### src/rtl/uart_rx_pkg.sv
// Definitions shared by uart_tx and uart_rx: parity selection codes, FSM state
// encodings and the expected-parity helper.
package uart_rx_pkg;

   localparam logic [1:0] CHECK_NONE = 2'd0;
   localparam logic [1:0] CHECK_ODD  = 2'd1;
   localparam logic [1:0] CHECK_EVEN = 2'd2;

   typedef enum logic [2:0] {
      ST_IDLE   = 3'd0,
      ST_START  = 3'd1,
      ST_DATA   = 3'd2,
      ST_PARITY = 3'd3,
      ST_STOP   = 3'd4
   } uart_state_e;

   // Expected parity bit from the running XOR of the data bits.
   function automatic logic f_parity_bit(input logic [1:0] check, input logic data_xor);
      logic bit_s;
      if (check == CHECK_ODD) begin
         bit_s = ~data_xor;
      end else begin
         bit_s = data_xor;
      end
      return bit_s;
   endfunction

endpackage

### src/rtl/uart_sync2.sv
// Two-flop synchronizer for an asynchronous single-bit input; both flops reset
// to P_RST_VAL so an idle-high line does not look like an edge after reset.
module uart_sync2 #(
   parameter logic P_RST_VAL = 1'b1
) (
   input  logic i_clk,
   input  logic i_rst_n,
   input  logic i_d,
   output logic o_q
);

   logic meta_r;

   // Two-stage resynchronization into the i_clk domain.
   always_ff @(posedge i_clk or negedge i_rst_n) begin
      if (!i_rst_n) begin
         meta_r <= P_RST_VAL;
         o_q    <= P_RST_VAL;
      end else begin
         meta_r <= i_d;
         o_q    <= meta_r;
      end
   end

endmodule

### src/rtl/uart_rx.sv
// UART receiver: mid-bit sampling of start, data (LSB first), optional parity and
// 1..2 stop bits, with a one-cycle valid pulse and registered error flags.
module uart_rx
   import uart_rx_pkg::*;
#(
   parameter int P_SYSTEM_CLK      = 50_000_000,
   parameter int P_UART_BUADRATE   = 9600,
   parameter int P_UART_DATA_WIDTH = 8,
   parameter int P_UART_STOP_WIDTH = 1,
   parameter int P_UART_CHECK      = 0
) (
   input  logic                         i_clk,
   input  logic                         i_rst_n,
   input  logic                         i_uart_rx,
   output logic [P_UART_DATA_WIDTH-1:0] o_user_rx_data,
   output logic                         o_user_rx_valid,
   output logic                         o_parity_err,
   output logic                         o_frame_err
);

   localparam int          P_BIT_CYCLES = P_SYSTEM_CLK / P_UART_BUADRATE;
   localparam int          P_HALF       = P_BIT_CYCLES / 2;
   localparam logic [15:0] C_BIT_LAST   = 16'(P_BIT_CYCLES - 1);
   localparam logic [15:0] C_HALF_LAST  = 16'(P_HALF - 1);
   localparam logic [3:0]  C_DATA_LAST  = 4'(P_UART_DATA_WIDTH - 1);
   localparam logic [3:0]  C_STOP_LAST  = 4'(P_UART_STOP_WIDTH - 1);
   localparam logic [1:0]  C_CHECK      = 2'(P_UART_CHECK);

   logic                         rx_s;
   logic                         rx_prev_r;
   logic                         armed_r;
   uart_state_e                  state_r;
   logic [15:0]                  baud_cnt_r;
   logic [3:0]                   bit_cnt_r;
   logic [P_UART_DATA_WIDTH-1:0] shift_r;
   logic                         par_acc_r;
   logic                         par_err_r;
   logic                         frame_err_r;

   uart_sync2 #(
      .P_RST_VAL (1'b1)
   ) u_sync (
      .i_clk   (i_clk),
      .i_rst_n (i_rst_n),
      .i_d     (i_uart_rx),
      .o_q     (rx_s)
   );

   // Receive FSM with baud/bit counters, shifter and registered outputs.
   always_ff @(posedge i_clk or negedge i_rst_n) begin
      if (!i_rst_n) begin
         rx_prev_r       <= 1'b1;
         armed_r         <= 1'b1;
         state_r         <= ST_IDLE;
         baud_cnt_r      <= 16'd0;
         bit_cnt_r       <= 4'd0;
         shift_r         <= '0;
         par_acc_r       <= 1'b0;
         par_err_r       <= 1'b0;
         frame_err_r     <= 1'b0;
         o_user_rx_data  <= '0;
         o_user_rx_valid <= 1'b0;
         o_parity_err    <= 1'b0;
         o_frame_err     <= 1'b0;
      end else begin
         rx_prev_r       <= rx_s;
         o_user_rx_valid <= 1'b0;
         case (state_r)
            ST_IDLE: begin
               baud_cnt_r <= 16'd0;
               bit_cnt_r  <= 4'd0;
               // After a framing error the line must be seen high again first.
               if (rx_s) begin
                  armed_r <= 1'b1;
               end
               if (armed_r && rx_prev_r && !rx_s) begin
                  state_r     <= ST_START;
                  par_acc_r   <= 1'b0;
                  par_err_r   <= 1'b0;
                  frame_err_r <= 1'b0;
               end
            end
            ST_START: begin
               if (baud_cnt_r == C_HALF_LAST) begin
                  baud_cnt_r <= 16'd0;
                  state_r    <= rx_s ? ST_IDLE : ST_DATA;
               end else begin
                  baud_cnt_r <= baud_cnt_r + 16'd1;
               end
            end
            ST_DATA: begin
               if (baud_cnt_r == C_BIT_LAST) begin
                  baud_cnt_r <= 16'd0;
                  shift_r    <= {rx_s, shift_r[P_UART_DATA_WIDTH-1:1]};
                  par_acc_r  <= par_acc_r ^ rx_s;
                  if (bit_cnt_r == C_DATA_LAST) begin
                     bit_cnt_r <= 4'd0;
                     state_r   <= (C_CHECK != CHECK_NONE) ? ST_PARITY : ST_STOP;
                  end else begin
                     bit_cnt_r <= bit_cnt_r + 4'd1;
                  end
               end else begin
                  baud_cnt_r <= baud_cnt_r + 16'd1;
               end
            end
            ST_PARITY: begin
               if (baud_cnt_r == C_BIT_LAST) begin
                  baud_cnt_r <= 16'd0;
                  par_err_r  <= (rx_s != f_parity_bit(C_CHECK, par_acc_r));
                  state_r    <= ST_STOP;
               end else begin
                  baud_cnt_r <= baud_cnt_r + 16'd1;
               end
            end
            ST_STOP: begin
               if (baud_cnt_r == C_BIT_LAST) begin
                  baud_cnt_r <= 16'd0;
                  if (bit_cnt_r == C_STOP_LAST) begin
                     bit_cnt_r       <= 4'd0;
                     o_user_rx_valid <= 1'b1;
                     o_user_rx_data  <= shift_r;
                     o_parity_err    <= par_err_r;
                     o_frame_err     <= frame_err_r | ~rx_s;
                     armed_r         <= ~(frame_err_r | ~rx_s);
                     state_r         <= ST_IDLE;
                  end else begin
                     frame_err_r <= frame_err_r | ~rx_s;
                     bit_cnt_r   <= bit_cnt_r + 4'd1;
                  end
               end else begin
                  baud_cnt_r <= baud_cnt_r + 16'd1;
               end
            end
            default: begin
               state_r <= ST_IDLE;
            end
         endcase
      end
   end

endmodule

### config.mk
export PLATFORM = sky130hd
export DESIGN_NAME = uart_rx
export DESIGN_NICKNAME = d
export VERILOG_FILES = /design/src/rtl/uart_rx_pkg.sv /design/src/rtl/uart_sync2.sv /design/src/rtl/uart_rx.sv
export SDC_FILE = /design/constraint.sdc
export NUM_CORES = 1
export LEC_CHECK = 0
export CAP_MARGIN = 20
export CORE_ASPECT_RATIO = 1.5
export CORE_MARGIN = 2
export CORE_UTILIZATION = 60
export DETAILED_ROUTE_END_ITERATION = 6
export DONT_BUFFER_PORTS = 1
export HOLD_SLACK_MARGIN = 0.15
export PLACE_DENSITY = 0.86
export SLEW_MARGIN = 25
export SYNTH_ARGS = -nofsm -noshare
export SYNTH_HDL_FRONTEND = slang
export SYNTH_SLANG_ARGS = --single-unit
### constraint.sdc
create_clock -name i_clk -period 2.2 [get_ports i_clk]
set_input_delay 0.22 -clock i_clk [delete_from_list [all_inputs] [get_ports i_clk]]
set_output_delay 0.22 -clock i_clk [all_outputs]
set_load 0.005 [all_outputs]
==> results.json <==
{
  "status": "finished, final reports clean",
  "synthXorXnorAreaFrac": 0.01379,
  "cts_sinks": 49,
  "r2r_cells": 6,
  "diodes": 0,
  "ys_async_sr_fraction": 1.000,
  "synth_nets": 243,
  "max_freq_mhz": 499.0,
  "p_leak_uw": 0.001279,
  "yosys_warnings": 0,
  "die_area_um2": 4782,
  "avgSynthCellArea_um2": 10.72,
  "hpwlAfterDp_mm": 3.636,
  "cap_violations": 0,
  "crit_required_ps": 2400,
  "hold_path_class": "reg -> reg",
  "drt_first_pass_iters": 4,
  "ys_ff_latch": 49,
  "crit_buf_inv": 1,
  "internal-power_uw": 1498,
  "h-tree-depth": 2,
  "wl_per_cell_um": 17.21,
  "drive_above_1_share": 0.1976,
  "synth_enable_flop_cells": 0,
  "sw_frac_of_total": 0.3533,
  "setup.worst_path.end_class": "register",
  "rows": 29,
  "yosysSeqAreaShare": 0.4845,
  "min_path_cells": 0,
  "antenna_found_initial": 0,
  "cp_num_cells": 6,
  "die_width_um": 57.14,
  "slowest_stage": "dfrtp_1",
  "critical_path_class": "reg -> reg",
  "p_total_uw": 2316,
  "overflow": 0,
  "hold_viol": 0,
  "drtIter0Drc": 87,
  "fin_nets": 253,
  "drcViolationCount": 0,
  "final_common_cell": "dfrtp_1",
  "cts_root_buf": "clkbuf_8",
  "synthCells": 237,
  "synth.cell_area_um2": 2541,
  "synth_top_family_by_area": "simple AND/OR/NAND/NOR gates",
  "dieHeight_um": 83.71,
  "most-common-layout-cells": "dfrtp_1, nand2_1, nor2_1, a21oi_1",
  "critical_path.startpoint_type": "register",
  "fp.coreArea_um2": 4136,
  "clk_pin_slew_ps": 90,
  "portBuffers": 0,
  "drt-total-wl_mm": 5.060,
  "via_per_inst": 6.452,
  "slew-limit-headroom": 0.6279,
  "rsz0062_at_grt": "false",
  "p_clk_frac": 0.233,
  "cp_slowest_stage_delay_ps": 410,
  "fin_tns_setup_ps": 0,
  "synth_compound_area_frac": 0.1428,
  "cts.path.max_buffers": 2,
  "worstPathCellList": "ha_1 > and4_1 > and4_2 > buf_4 > nand2_4 > mux2_4",
  "synth.distinct_cells": 56,
  "arrival_ps": 2200,
  "synthAdderAreaFrac": 0.01920,
  "area_growth_pct": 9.010,
  "synth_ff_type": "dfrtp_1",
  "cts_tree": "yes",
  "cts_resized": 0,
  "vdd_drop_max_mv": 0.6174,
  "grt_start_max_net_pins": 50,
  "io_pins": 14,
  "grt_pass1_vias": 1916,
  "synth_simple_gate_area_frac": 0.2245,
  "grt_usage": 0.2314,
  "slew_viol_final": 0,
  "finalSetupViolCount": 0,
  "p_switching_uw": 818.2,
  "initial_core_util": 0.6143,
  "clk_latency_ps": 310,
  "combPwrFrac": 0.286,
  "crit_family": "simple AND/OR/NAND/NOR gates",
  "p_seq_frac": 0.481,
  "grt_first_pass_wirelength_mm": 8.728,
  "fin_skew_ps": 8.352,
  "max_slew.worst_pin.slew_ps": 556.7,
  "vias": 1897,
  "fin_crit_sh": 0.9110,
  "min_period_ps": 2004,
  "cts_buffers": 5,
  "path_max_fanout": 9,
  "ant_nets": 0,
  "synthMuxAreaShare": 0.08518,
  "cellPowerDensity_nw_per_um2": 836.0,
  "gp_congestion": 0.8733
}
[metal layers]
layer | GRT usage | up-vias | part of all wire
met5 | 0 | - | 0
met4 | 0.07611 | 0 | 0.022
met3 | 0.03721 | 13 | 0.031
met2 | 0.4222 | 50 | 0.54
met1 | 0.2680 | 929 | 0.40
li1 | - | 905 | -
[flip-flops by register name, summed over array words and instances (netlist names), 3 cells and up]
signal          cells
bit_cnt_r           4
state_r             3
baud_cnt_r         16
shift_r             8
o_user_rx_data      8
[area by class of cell]
cell class | instances | area [um^2]
Inverter | 5 | 18.77
Fill cell | 329 | 1366
Multi-Input combinational cell | 173 | 1234
Timing Repair Buffer | 13 | 135.1
Tap cell | 46 | 57.56
Clock inverter | 3 | 25.02
Sequential cell | 49 | 1231
Clock buffer | 5 | 68.82
[kinds of logic (layout without fill, tap and decap cells)]
family                     after synthesis  count (layout)
DFF                                     49              49
and+or+nand+nor                         95              95
xor gates and xnor gates                 4               4
adders and majority gates                4               4
AOI/OAI and AO/OA                       53              53
muxes                                   17              17
buffers and inverters                   15              26
[worst paths after layout]
path | startpoint | end | slack [ps]
max | baud_cnt_r[0] | shift_r[6] | 200
min | u_sync.meta_r | u_sync.o_q | 360
max reg2reg | baud_cnt_r[0] | shift_r[6] | 200
min reg2reg | u_sync.meta_r | u_sync.o_q | 360
max in group asynchronous | i_rst_n | u_sync.o_q | 1510
min in group asynchronous | i_rst_n | o_user_rx_valid | 410
[cells in the mapped netlist (2+ instances only)]
library cell,count,area [um^2]
dfrtp_1,45,1126
nand2_1,22,82.58
nor2_1,15,56.30
a21oi_1,13,65.06
a31oi_1,12,75.07
nand3_1,12,60.06
nand4_1,8,50.05
mux2_2,7,78.83
mux2_4,7,105.1
clkbuf_1,5,18.77
inv_1,5,18.77
o21ai_0,5,25.02
a22o_1,4,35.03
dfstp_2,4,105.1
nor3_1,4,20.02
xor2_1,4,35.03
a41oi_1,3,26.28
and2_1,3,18.77
and3_1,3,18.77
buf_4,3,22.52
ha_1,3,37.54
nand2b_1,3,18.77
nor2b_1,3,18.77
nor3b_2,3,37.54
or3_1,3,18.77
and4_1,2,17.52
mux2_1,2,22.52
nor4bb_1,2,20.02
o211ai_1,2,15.01
o21ai_1,2,10.01
o31ai_1,2,15.01
o41ai_1,2,17.52
[metrics by stage]
step | hold slack (ps) | utilization | instances | setup WS [ps] | area, um^2
after global routing | 373.7 | 0.6697 | 294 | 66.92 | 2770
after floorplan | -75.59 | - | 237 | 398.0 | 2541
after CTS | 360.6 | 0.6697 | 294 | 206.5 | 2770
after global placement | -74.28 | 0.6355 | 283 | 273.9 | 2629
after detailed placement | -74.42 | 0.6355 | 283 | 214.7 | 2629
final | 359.1 | 0.6697 | 294 | 195.8 | 2770
[repair_timing]
item | 4_1_cts | 5_1_grt
hold buffers | 3 | 0
setup buffers | 0 | 0
hold endpoints to repair | 50 | 0
[power by group through the flow]
stage | registers, uW | logic [uW] | clock network, uW
global route | 1130 | 734 | 590
CTS | 1110 | 662 | 553
finish | 1110 | 663 | 539
global placement | 1120 | 614 | 0
detailed placement | 1130 | 630 | 0
floorplan | 1060 | 549 | 0
Note: power is estimated with default switching activity, not from simulation.
